<file path="config.mk">
export PLATFORM = sky130hd
export DESIGN_NAME = ps2_rx_decoder_flat
export DESIGN_NICKNAME = d
export VERILOG_FILES = /design/src/rtl/ps2_rx_decoder_if.sv /design/src/rtl/ps2_rx_decoder.sv /design/src/flat_wrapper.sv
export SDC_FILE = /design/constraint.sdc
export NUM_CORES = 1
export LEC_CHECK = 0
export ABC_AREA = 1
export BUFFER_PORTS_ARGS = -buffer_cell sky130_fd_sc_hd__clkbuf_2
export CAP_MARGIN = 20
export CORE_MARGIN = 2
export CORE_UTILIZATION = 35
export DETAILED_ROUTE_END_ITERATION = 6
export GPL_TIMING_DRIVEN = 1
export PLACE_DENSITY = 0.53
export SETUP_SLACK_MARGIN = 0.4
export SYNTH_ARGS = -nofsm -noshare
export SYNTH_HDL_FRONTEND = slang
export SYNTH_SLANG_ARGS = --single-unit
</file>
<file path="constraint.sdc">
create_clock -name clk_clk -period 3 [get_ports clk_clk]
set_input_delay 0.15 -clock clk_clk [delete_from_list [all_inputs] [get_ports clk_clk]]
set_output_delay 0.15 -clock clk_clk [all_outputs]
set_load 0.1 [all_outputs]
</file>
<file path="src/rtl/ps2_rx_decoder_if.sv">
// PS/2 receiver bus: raw pin inputs plus the decoded byte, status pulses,
// two-byte history and busy flag. The bench drives it through the master
// modport and the decoder uses the slave modport.
interface ps2_rx_decoder_if;
    logic        ps2_clk;
    logic        ps2_dat;
    logic [7:0]  byte_o;
    logic        byte_valid;
    logic        parity_err;
    logic        frame_err;
    logic [15:0] history;
    logic        busy;

    modport master (
        output ps2_clk,
        output ps2_dat,
        input  byte_o,
        input  byte_valid,
        input  parity_err,
        input  frame_err,
        input  history,
        input  busy
    );

    modport slave (
        input  ps2_clk,
        input  ps2_dat,
        output byte_o,
        output byte_valid,
        output parity_err,
        output frame_err,
        output history,
        output busy
    );
endinterface

</file>
<file path="src/rtl/ps2_rx_decoder.sv">
// PS/2 device-to-host frame receiver.
// Pins are synchronized, the PS/2 clock is glitch filtered, and each filtered
// falling edge clocks one bit into a small frame FSM (start, 8 data LSB first,
// odd parity, stop). Good frames update byte_o and a two-byte history; bad
// parity, bad stop bits and inter-edge timeouts raise single-cycle error pulses.
module ps2_rx_decoder #(
    parameter int SYNC_STAGES    = 2,
    parameter int FILTER_LEN     = 4,
    parameter int TIMEOUT_CYCLES = 50000
) (
    input  logic            clk_clk,
    input  logic            reset_reset_n,
    ps2_rx_decoder_if.slave bus
);

    localparam int FCNT_W = $clog2(FILTER_LEN + 1);
    localparam int WD_W   = $clog2(TIMEOUT_CYCLES + 1);

    typedef enum logic [1:0] {
        ST_IDLE   = 2'd0,
        ST_DATA   = 2'd1,
        ST_PARITY = 2'd2,
        ST_STOP   = 2'd3
    } state_t;

    // Odd parity over eight data bits plus the parity bit: 1 means correct.
    function automatic logic odd_parity_ok(input logic [7:0] data, input logic par);
        return ^{data, par};
    endfunction

    // Pin synchronizers (bit 0 is the first stage).
    logic [SYNC_STAGES-1:0] clk_sync_q, clk_sync_d;
    logic [SYNC_STAGES-1:0] dat_sync_q, dat_sync_d;

    // Glitch filter and edge detect.
    logic              filt_q, filt_d;
    logic [FCNT_W-1:0] filt_cnt_q, filt_cnt_d;
    logic              filt_dly_q, filt_dly_d;
    logic              fall_q, fall_d;
    logic              bit_q, bit_d;

    // Frame FSM and datapath.
    state_t            state_q, state_d;
    logic [2:0]        bitcnt_q, bitcnt_d;
    logic [7:0]        shreg_q, shreg_d;
    logic              par_ok_q, par_ok_d;
    logic [WD_W-1:0]   wd_q, wd_d;
    logic [WD_W-1:0]   wd_inc_s;
    logic              timeout_s;
    logic [7:0]        byte_q, byte_d;
    logic [15:0]       hist_q, hist_d;
    logic              byte_valid_q, byte_valid_d;
    logic              parity_err_q, parity_err_d;
    logic              frame_err_q, frame_err_d;
    logic              busy_q, busy_d;

    // Shift both raw pins into their synchronizer chains.
    always_comb begin
        clk_sync_d = {clk_sync_q[SYNC_STAGES-2:0], bus.ps2_clk};
        dat_sync_d = {dat_sync_q[SYNC_STAGES-2:0], bus.ps2_dat};
    end

    // Filter the synchronized clock, detect its falling edge and capture data with it.
    always_comb begin
        if (clk_sync_q[SYNC_STAGES-1] != filt_q) begin
            if (filt_cnt_q == FCNT_W'(FILTER_LEN - 1)) begin
                filt_d     = clk_sync_q[SYNC_STAGES-1];
                filt_cnt_d = '0;
            end else begin
                filt_d     = filt_q;
                filt_cnt_d = filt_cnt_q + FCNT_W'(1);
            end
        end else begin
            filt_d     = filt_q;
            filt_cnt_d = '0;
        end

        filt_dly_d = filt_q;
        // One cycle after the filtered level drops, so the pulse is registered.
        fall_d     = filt_dly_q & ~filt_q;

        if (fall_d) begin
            bit_d = dat_sync_q[SYNC_STAGES-1];
        end else begin
            bit_d = bit_q;
        end
    end

    // Front-end registers; idle bus level is high so everything resets to 1.
    always_ff @(posedge clk_clk or negedge reset_reset_n) begin
        if (!reset_reset_n) begin
            clk_sync_q <= '1;
            dat_sync_q <= '1;
            filt_q     <= 1'b1;
            filt_cnt_q <= '0;
            filt_dly_q <= 1'b1;
            fall_q     <= 1'b0;
            bit_q      <= 1'b1;
        end else begin
            clk_sync_q <= clk_sync_d;
            dat_sync_q <= dat_sync_d;
            filt_q     <= filt_d;
            filt_cnt_q <= filt_cnt_d;
            filt_dly_q <= filt_dly_d;
            fall_q     <= fall_d;
            bit_q      <= bit_d;
        end
    end

    // Frame FSM next state, watchdog and output pulse generation.
    always_comb begin
        state_d      = state_q;
        bitcnt_d     = bitcnt_q;
        shreg_d      = shreg_q;
        par_ok_d     = par_ok_q;
        wd_d         = wd_q;
        byte_d       = byte_q;
        hist_d       = hist_q;
        byte_valid_d = 1'b0;
        parity_err_d = 1'b0;
        frame_err_d  = 1'b0;

        // Abort on the edge where the counter would reach TIMEOUT_CYCLES-1, so
        // frame_err lands exactly TIMEOUT_CYCLES cycles after the last fall.
        wd_inc_s  = wd_q + WD_W'(1);
        timeout_s = (state_q != ST_IDLE) && (wd_inc_s == WD_W'(TIMEOUT_CYCLES - 1));

        if (fall_q) begin
            // A real edge always beats a coincident timeout.
            wd_d = '0;
            case (state_q)
                ST_IDLE: begin
                    if (!bit_q) begin
                        state_d  = ST_DATA;
                        bitcnt_d = 3'd0;
                    end else begin
                        state_d  = ST_IDLE;
                    end
                end
                ST_DATA: begin
                    shreg_d  = {bit_q, shreg_q[7:1]};
                    bitcnt_d = bitcnt_q + 3'd1;
                    if (bitcnt_q == 3'd7) begin
                        state_d = ST_PARITY;
                    end else begin
                        state_d = ST_DATA;
                    end
                end
                ST_PARITY: begin
                    par_ok_d = odd_parity_ok(shreg_q, bit_q);
                    state_d  = ST_STOP;
                end
                ST_STOP: begin
                    if (!bit_q) begin
                        frame_err_d  = 1'b1;
                    end else if (par_ok_q) begin
                        byte_d       = shreg_q;
                        hist_d       = {hist_q[7:0], shreg_q};
                        byte_valid_d = 1'b1;
                    end else begin
                        parity_err_d = 1'b1;
                    end
                    state_d = ST_IDLE;
                end
                default: begin
                    state_d = ST_IDLE;
                end
            endcase
        end else if (timeout_s) begin
            state_d     = ST_IDLE;
            frame_err_d = 1'b1;
            shreg_d     = 8'h00;
            bitcnt_d    = 3'd0;
            wd_d        = '0;
        end else if (state_q != ST_IDLE) begin
            wd_d = wd_inc_s;
        end else begin
            wd_d = '0;
        end

        busy_d = (state_d != ST_IDLE);
    end

    // Frame FSM state, datapath and registered outputs.
    always_ff @(posedge clk_clk or negedge reset_reset_n) begin
        if (!reset_reset_n) begin
            state_q      <= ST_IDLE;
            bitcnt_q     <= 3'd0;
            shreg_q      <= 8'h00;
            par_ok_q     <= 1'b0;
            wd_q         <= '0;
            byte_q       <= 8'h00;
            hist_q       <= 16'h0000;
            byte_valid_q <= 1'b0;
            parity_err_q <= 1'b0;
            frame_err_q  <= 1'b0;
            busy_q       <= 1'b0;
        end else begin
            state_q      <= state_d;
            bitcnt_q     <= bitcnt_d;
            shreg_q      <= shreg_d;
            par_ok_q     <= par_ok_d;
            wd_q         <= wd_d;
            byte_q       <= byte_d;
            hist_q       <= hist_d;
            byte_valid_q <= byte_valid_d;
            parity_err_q <= parity_err_d;
            frame_err_q  <= frame_err_d;
            busy_q       <= busy_d;
        end
    end

    assign bus.byte_o     = byte_q;
    assign bus.history    = hist_q;
    assign bus.byte_valid = byte_valid_q;
    assign bus.parity_err = parity_err_q;
    assign bus.frame_err  = frame_err_q;
    assign bus.busy       = busy_q;

endmodule

</file>
<file path="src/flat_wrapper.sv">
// flat-port wrapper written by rule: the top's interface ports become plain ports
module ps2_rx_decoder_flat 
#(
    parameter int SYNC_STAGES    = 2,
    parameter int FILTER_LEN     = 4,
    parameter int TIMEOUT_CYCLES = 50000
)
  (clk_clk, reset_reset_n, bus_ps2_clk, bus_ps2_dat, bus_byte_o, bus_byte_valid, bus_parity_err, bus_frame_err, bus_history, bus_busy);
  ps2_rx_decoder_if bus_i ();
  input  logic clk_clk;
  input  logic reset_reset_n;
  input wire logic [$bits(bus_i.ps2_clk)-1:0] bus_ps2_clk;
  input wire logic [$bits(bus_i.ps2_dat)-1:0] bus_ps2_dat;
  output wire logic [$bits(bus_i.byte_o)-1:0] bus_byte_o;
  output wire logic [$bits(bus_i.byte_valid)-1:0] bus_byte_valid;
  output wire logic [$bits(bus_i.parity_err)-1:0] bus_parity_err;
  output wire logic [$bits(bus_i.frame_err)-1:0] bus_frame_err;
  output wire logic [$bits(bus_i.history)-1:0] bus_history;
  output wire logic [$bits(bus_i.busy)-1:0] bus_busy;
  assign bus_i.ps2_clk = bus_ps2_clk;
  assign bus_i.ps2_dat = bus_ps2_dat;
  assign bus_byte_o = bus_i.byte_o;
  assign bus_byte_valid = bus_i.byte_valid;
  assign bus_parity_err = bus_i.parity_err;
  assign bus_frame_err = bus_i.frame_err;
  assign bus_history = bus_i.history;
  assign bus_busy = bus_i.busy;
  ps2_rx_decoder #(.SYNC_STAGES(SYNC_STAGES), .FILTER_LEN(FILTER_LEN), .TIMEOUT_CYCLES(TIMEOUT_CYCLES)) u_core (.clk_clk(clk_clk), .reset_reset_n(reset_reset_n), .bus(bus_i));
endmodule
</file>
==> flow_summary.json, run 1 <==
{
  "outcome": "completed",
  "crit_type": "flop to flop",
  "peakVddDrop_uv": 319.1,
  "p_total_mw": 2.441,
  "required_ps": 3200,
  "ff2ff_setup_slack_ps": 760,
  "route.detailed.drc": 0,
  "drive_gt1_share_pct": 21.45,
  "r2r-start": "u_core.wd_q[0]",
  "cts_made_buffers": 9,
  "setup_violations": 0,
  "final_cells": 461,
  "path_cells": "ha_1, nand3_2, nor2_4, nand3_1, nand2_1, nand3_1, nor2_2, nand4_1, nand3_1, o21ai_0",
  "finalMaxSlewViolations": 0,
  "cts_tree": "done",
  "synth_area_mm2": 0.002835,
  "first_global_vias": 1920,
  "worst_slack_ps": 759.0,
  "ctsHtreeMaxLevel": 3,
  "placed_area_mm2": 0.003054,
  "arrival_ps": 2450,
  "relSlewSlack_pct": 64.03,
  "setup_tns_ps": 0,
  "synth_seq_cells": 61,
  "cts-root-buf": "clkbuf_8",
  "synth.yosys.seq_area_share_pct": 54.15,
  "layout.core_utilization_pct": 42.39,
  "yosysWarnings": 0,
  "synth_cell_type_count": 34,
  "cts.clk_slew.worst_paths_ps": 70,
  "cp-startpoint": "u_core.wd_q[0]",
  "dr.pass1.iters": 4,
  "critPathMaxStageDelay_ps": 430,
  "crit_path_end_kind": "flop",
  "grt_pass1_wl_mm": 9.114,
  "hold_buffers": 3,
  "path_common_cell": "nand3_1",
  "grt_max_degree": 34,
  "n_antenna_cell": 0,
  "fp-row-count": 32,
  "fmax_ghz": 0.4462,
  "synth_top_cell_by_area": "dfrtp_1",
  "routed_via_density": 4.553,
  "fin_crit_sh_pct": 74.70,
  "grt_overflow": 0,
  "finalHoldViolations": 0,
  "fillers": 793,
  "cp.buffers_inverters": 0,
  "regArea_mm2": 0.001535,
  "finalNetCount": 363,
  "syn_nets": 329,
  "cts_buffer_depth": 2,
  "die_area_mm2": 0.008837,
  "cap_violations": 0,
  "finalInstanceArea_mm2": 0.003309,
  "vias": 2099,
  "worstPathMaxFanout": 12,
  "period_minus_slack_ps": 2241,
  "multi_input_area_mm2": 0.001094,
  "start_util_pct": 36.31,
  "hpwl_mm": 3.727,
  "crit_family": "simple AND/OR/NAND/NOR gates",
  "core-area_mm2": 0.007807,
  "p_leak_nw": 1.566,
  "place_worst_setup_slack_ps": 742.0,
  "wl_per_cell_um": 11.57,
  "cts_resized": 0,
  "start_kind": "flop",
  "synth_area_leaders": "dfrtp_1 (48%), nand2_1 (10%), dfstp_2 (6.5%)",
  "die_h_um": 94.01,
  "crit_slowest_cell": "nand4_1",
  "wl_mm": 5.336,
  "io_pins": 32,
  "tightestPinTransition_ps": 541.8,
  "clock_skew_ps": 11.09,
  "powerDensity_mw_per_mm2": 737.7,
  "dp.cells": 442,
  "rsz0062_at_grt": "no",
  "yosysTopAreaCellShare_pct": 47.66,
  "ant_nets": 0,
  "cts_sinks": 61,
  "drtIter0Drc": 102,
  "hp-class": "primary input to asynchronous set/reset pin",
  "area_growth_pct": 16.73,
  "hold_ws_ps": 242.3,
  "place_congestion": 0.7859,
  "antenna_found_initial": 0,
  "post_cts_buffers": 0,
  "grt_usage_pct": 13.55,
  "synthCells": 320,
  "clk-insertion-delay-late_ps": 340,
  "port_buffers": 31,
  "syn_area_per_cell_um2": 8.860,
  "die_w_um": 94.01
}
## cell usage in the layout (no fill, tap or decap), types with 5 or more instances in the layout
cell type	instances
inv_1	28
ha_1	5
nand2_1	79
clkbuf_8	11
dfstp_2	7
dfrtp_1	54
a21oi_1	14
xnor2_1	7
nor2_1	33
o21ai_0	11
clkbuf_2	31
nand3_1	29
## layout make-up
| cell class | count | share of cell area (%) |
|---|---|---|
| Multi-Input combinational cell | 213 | 33.04 |
| Sequential cell | 61 | 46.39 |
| Clock inverter | 4 | 2.117 |
| Timing Repair Buffer | 37 | 6.276 |
| Clock buffer | 12 | 4.688 |
| Inverter | 32 | 3.629 |
| Tap cell | 102 | 3.856 |
## worst reg2reg max path: cells and delay by family, from the launching register on
family / cells / cell delay (ps)
compound gates: 1 / 100
fa+ha+maj: 1 / 220
flops: 1 / 400
simple gates: 8 / 1400
## path summary, 6_finish.rpt
| kind | end | cells past startpoint |
|---|---|---|
| max | u_core.shreg_q[7] | 10 |
| min | u_core.wd_q[15] | 2 |
| max reg2reg | u_core.shreg_q[7] | 10 |
| min reg2reg | u_core.clk_sync_q[1] | 0 |
| max in group asynchronous | u_core.bus.history[14] | 3 |
| min in group clk_clk | u_core.clk_sync_q[1] | 0 |
## logic make-up after synthesis
| logic type | share of synthesized area [%] |
|---|---|
| flops | 54.15 |
| compound gates | 6.267 |
| mux | 0.7943 |
| simple gates | 26.35 |
| buf+inv | 7.458 |
| fa+ha+maj | 2.207 |
| xor+xnor | 2.780 |
## Yosys cell counts (all sizes together)
| cell type | number |
|---|---|
| and2 | 1 |
| or2 | 1 |
| buf | 10 |
| nand4 | 5 |
| mux2 | 2 |
| nor3 | 4 |
| xnor2 | 7 |
| dfstp | 7 |
| nand3 | 32 |
| a21oi | 17 |
| dfrtp | 54 |
| clkbuf | 4 |
| o21bai | 1 |
| nor3b | 2 |
| clkinv | 1 |
| nor2 | 38 |
| o21ai | 12 |
| inv | 31 |
| xor2 | 2 |
| ha | 5 |
| nand3b | 1 |
| a31oi | 1 |
| nand2 | 81 |
| o31ai | 1 |
## per-layer routing
layer  wire [um]  GRT usage (%)  up-vias
met3         205          2.648       10
met1        2737          19.27      971
met5           0              0        -
met4         155          8.333        0
li1            -              -     1086
met2        2238          18.87       32
## report_power, final
part | switching [mW] | internal [mW]
sequential | 0.118 | 0.965
combinational | 0.340 | 0.194
clock | 0.315 | 0.511
## registers in the layout, summed over array words and instances, names as in the netlist, 2 cells and up
register	cells
u_core.bitcnt_q	3
u_core.state_q	2
u_core.clk_sync_q	2
u_core.bus.history	16
u_core.dat_sync_q	2
u_core.shreg_q	8
u_core.filt_cnt_q	3
u_core.wd_q	16
No activity file was read; power rests on OpenSTA's default activity.
==> run 2: changes to the inputs <==
- ABC_AREA: 1 -> 0
- PLACE_DENSITY: 0.53 -> 0.55
- clock period: 3 -> 2 ns (I/O delays scaled with it)
==> flow_summary.json, run 2 <==
{
  "io_pins": 32,
  "synth.yosys.seq_area_share_pct": 52.82,
  "cts_sinks": 61,
  "core-area_mm2": 0.008134,
  "first_global_vias": 2021,
  "synth_most_common_cell": "nand2_1",
  "antenna_found_initial": 0,
  "start_util_pct": 35.73,
  "clock_skew_ps": 10.30,
  "wl_per_cell_um": 12.36,
  "finalHoldViolations": 0,
  "synth_top_flop_cell": "dfrtp_1",
  "critPathMaxStageDelay_ps": 510,
  "route.detailed.drc": 0,
  "layout.core_utilization_pct": 44.99,
  "placed_area_mm2": 0.003307,
  "setup_violations": 21,
  "yosysWarnings": 0,
  "crit_path_end_kind": "flop",
  "yosys.area_share.adder_pct": 2.152,
  "wl_mm": 5.612,
  "fmax_ghz": 0.4868,
  "cts_made_buffers": 9,
  "ff2ff_path_depth": 8,
  "vias": 2126,
  "place_congestion": 0.7914,
  "synth_edf_count": 0,
  "final_cells": 454,
  "port_buffers": 31,
  "routed_via_density": 4.683,
  "synthCells": 290,
  "synth_top_family_by_area": "simple AND/OR/NAND/NOR gates",
  "fp-row-count": 33,
  "synth_compound_area_share_pct": 6.156,
  "synth_area_mm2": 0.002907,
  "synth_cell_type_count": 49,
  "drive_gt1_share_pct": 34.96,
  "cts_buffer_depth": 2,
  "tightestPinTransition_ps": 544.5,
  "synth_xor_area_share_pct": 7.533,
  "outcome": "complete, but fails checks",
  "peakVddDrop_uv": 465.3,
  "synth_area_leaders": "dfrtp_1 (46%), nand2_1 (9.8%), dfstp_2 (6.3%)",
  "r2r_end": "u_core.bitcnt_q[0]",
  "powerDensity_mw_per_mm2": 1194,
  "n_antenna_cell": 0,
  "worstPathMaxFanout": 7,
  "cts_tree": "done",
  "required_ps": 2220,
  "crit_type": "flop to flop",
  "hpwl_mm": 3.789,
  "drtIter0Drc": 104,
  "dp.cells": 435,
  "clk-insertion-delay-late_ps": 340,
  "yosys.area_share.simple_pct": 25.36,
  "worst_slack_ps": -54.38,
  "relSlewSlack_pct": 63.85,
  "dr.pass1.iters": 4,
  "syn_area_per_cell_um2": 10.02,
  "grt_usage_pct": 13.76,
  "ctsHtreeMaxLevel": 3,
  "die_h_um": 95.13,
  "grt_overflow": 0,
  "fin_crit_sh_pct": 102.7,
  "cts-root-buf": "clkbuf_8",
  "r2r-start": "u_core.wd_q[1]",
  "p_leak_nw": 1.732,
  "start_kind": "flop",
  "arrival_ps": 2280,
  "path_cells": "ha_2, nand4_1, or4b_1, o211ai_2, nand4_2, nor4_4, buf_6, nor2_2",
  "muxShareOfSynthArea_pct": 1.076,
  "area_growth_pct": 25.91,
  "synth_seq_cells": 61,
  "rsz0062_at_grt": "yes",
  "mostFrequentLayoutCell": "nand2_1",
  "finalInstanceArea_mm2": 0.003660,
  "ant_nets": 0,
  "finalNetCount": 353,
  "fillers": 784,
  "ff2ff_setup_slack_ps": -50,
  "finalMaxSlewViolations": 0,
  "yosysTopAreaCellShare_pct": 46.49,
  "crit_slowest_cell": "or4b_1",
  "grt_pass1_wl_mm": 9.639,
  "syn_nets": 299,
  "cap_violations": 0,
  "die_w_um": 95.13,
  "ys_async_sr_fraction_pct": 100.0,
  "hold_ws_ps": 314.2,
  "violations": "setup timing",
  "grt_max_degree": 62,
  "cts.clk_slew.worst_paths_ps": 70,
  "post_cts_buffers": 0,
  "die_area_mm2": 0.009050,
  "final_cell_mix": "nand2_1 (76), dfrtp_1 (54), clkbuf_2 (31), buf_4 (28), xnor2_1 (16)",
  "hp-class": "primary input to asynchronous set/reset pin",
  "ys_top_cells_by_count": "nand2_1 (76), dfrtp_1 (54), xnor2_1 (16)",
  "synth_top_cell_by_area": "dfrtp_1",
  "period_minus_slack_ps": 2054
}
run 2: cell types whose count changed in the layout (fill, tap and decap cells not counted), sizes merged, moves of 6 or more:
| cell | previous run | this run |
|---|---|---|
| inv | 31 | 3 |
| a21oi | 17 | 11 |
| nand3 | 32 | 8 |
| nor3 | 4 | 12 |
| xor2 | 2 | 9 |
| buf | 3 | 31 |
| o21ai | 12 | 5 |
| nor2 | 38 | 14 |
| xnor2 | 7 | 16 |
run 2: layout make-up:
type                            count  area (um^2)  area share [%]
Inverter                            3        12.51          0.3419
Tap cell                          105        131.4           3.590
Clock buffer                        9        123.9           3.385
Timing Repair Buffer               65        437.9           11.97
Clock inverter                      7        98.84           2.701
Sequential cell                    61         1535           41.95
Multi-Input combinational cell    204         1320           36.07
run 2: how the worst max path moves through the flow:
| stage | end | slack, ps | cells after the start | startpoint |
|---|---|---|---|---|
| finish | u_core.bitcnt_q[0] | -50 | 8 | u_core.wd_q[1] |
| global route | u_core.bitcnt_q[0] | -190 | 8 | u_core.wd_q[1] |
| CTS | u_core.bitcnt_q[0] | -40 | 8 | u_core.wd_q[1] |
| detailed placement | u_core.wd_q[3] | -40 | 8 | u_core.wd_q[3] |
| global placement | u_core.bus.busy | -80 | 9 | u_core.wd_q[1] |
| floorplan | u_core.state_q[1] | -110 | 9 | u_core.wd_q[0] |
run 2: stage by stage:
| step | worst slack [ps] | total power, mW | TNS (ps) |
|---|---|---|---|
| finish | -54.38 | 4.370 | -725.9 |
| global route | -185.6 | 4.653 | -3852 |
| CTS | -37.96 | 4.413 | -457.4 |
| detailed placement | -41.09 | 3.109 | -336.8 |
| global placement | -75.63 | 3.089 | -1111 |
| floorplan | -110.5 | 2.818 | -1418 |
run 2: what timing repair did:
action,4_1_cts,5_1_grt
setup endpoints to repair,42,27
endpoints found under the hold margin,56,0
gates resized for setup,19,4
hold buffers,3,0
pin swaps,6,5
run 2: power breakdown:
| part | total (mW) | internal (mW) | switching [mW] |
|---|---|---|---|
| Sequential | 1.69 | 1.48 | 0.208 |
| Clock | 1.21 | 0.707 | 0.508 |
| Combinational | 1.46 | 0.524 | 0.941 |
| Total | 4.37 | 2.71 | 1.66 |
run 2: critical path, delay by kind of cell, from the launching register on:
kind | cells | cell delay [ps]
compound gates | 1 | 90
simple gates | 5 | 1080
flops | 1 | 390
buf+inv | 1 | 200
fa+ha+maj | 1 | 190
run 2: cell families (layout without fill, tap and decap cells):
| logic type | Yosys count | count (layout) |
|---|---|---|
| muxes | 3 | 3 |
| DFF | 61 | 61 |
| and+or+nand+nor | 146 | 146 |
| adders and majority gates | 5 | 5 |
| buffers and inverters | 25 | 84 |
| xor gates and xnor gates | 25 | 25 |
| AOI/OAI and AO/OA | 25 | 25 |
run 2: metal layers:
layer	track usage (%)	routed length (um)
met3	4.111	232
met2	19.48	2385
met4	5.797	86
met1	19.50	2907
met5	0	0
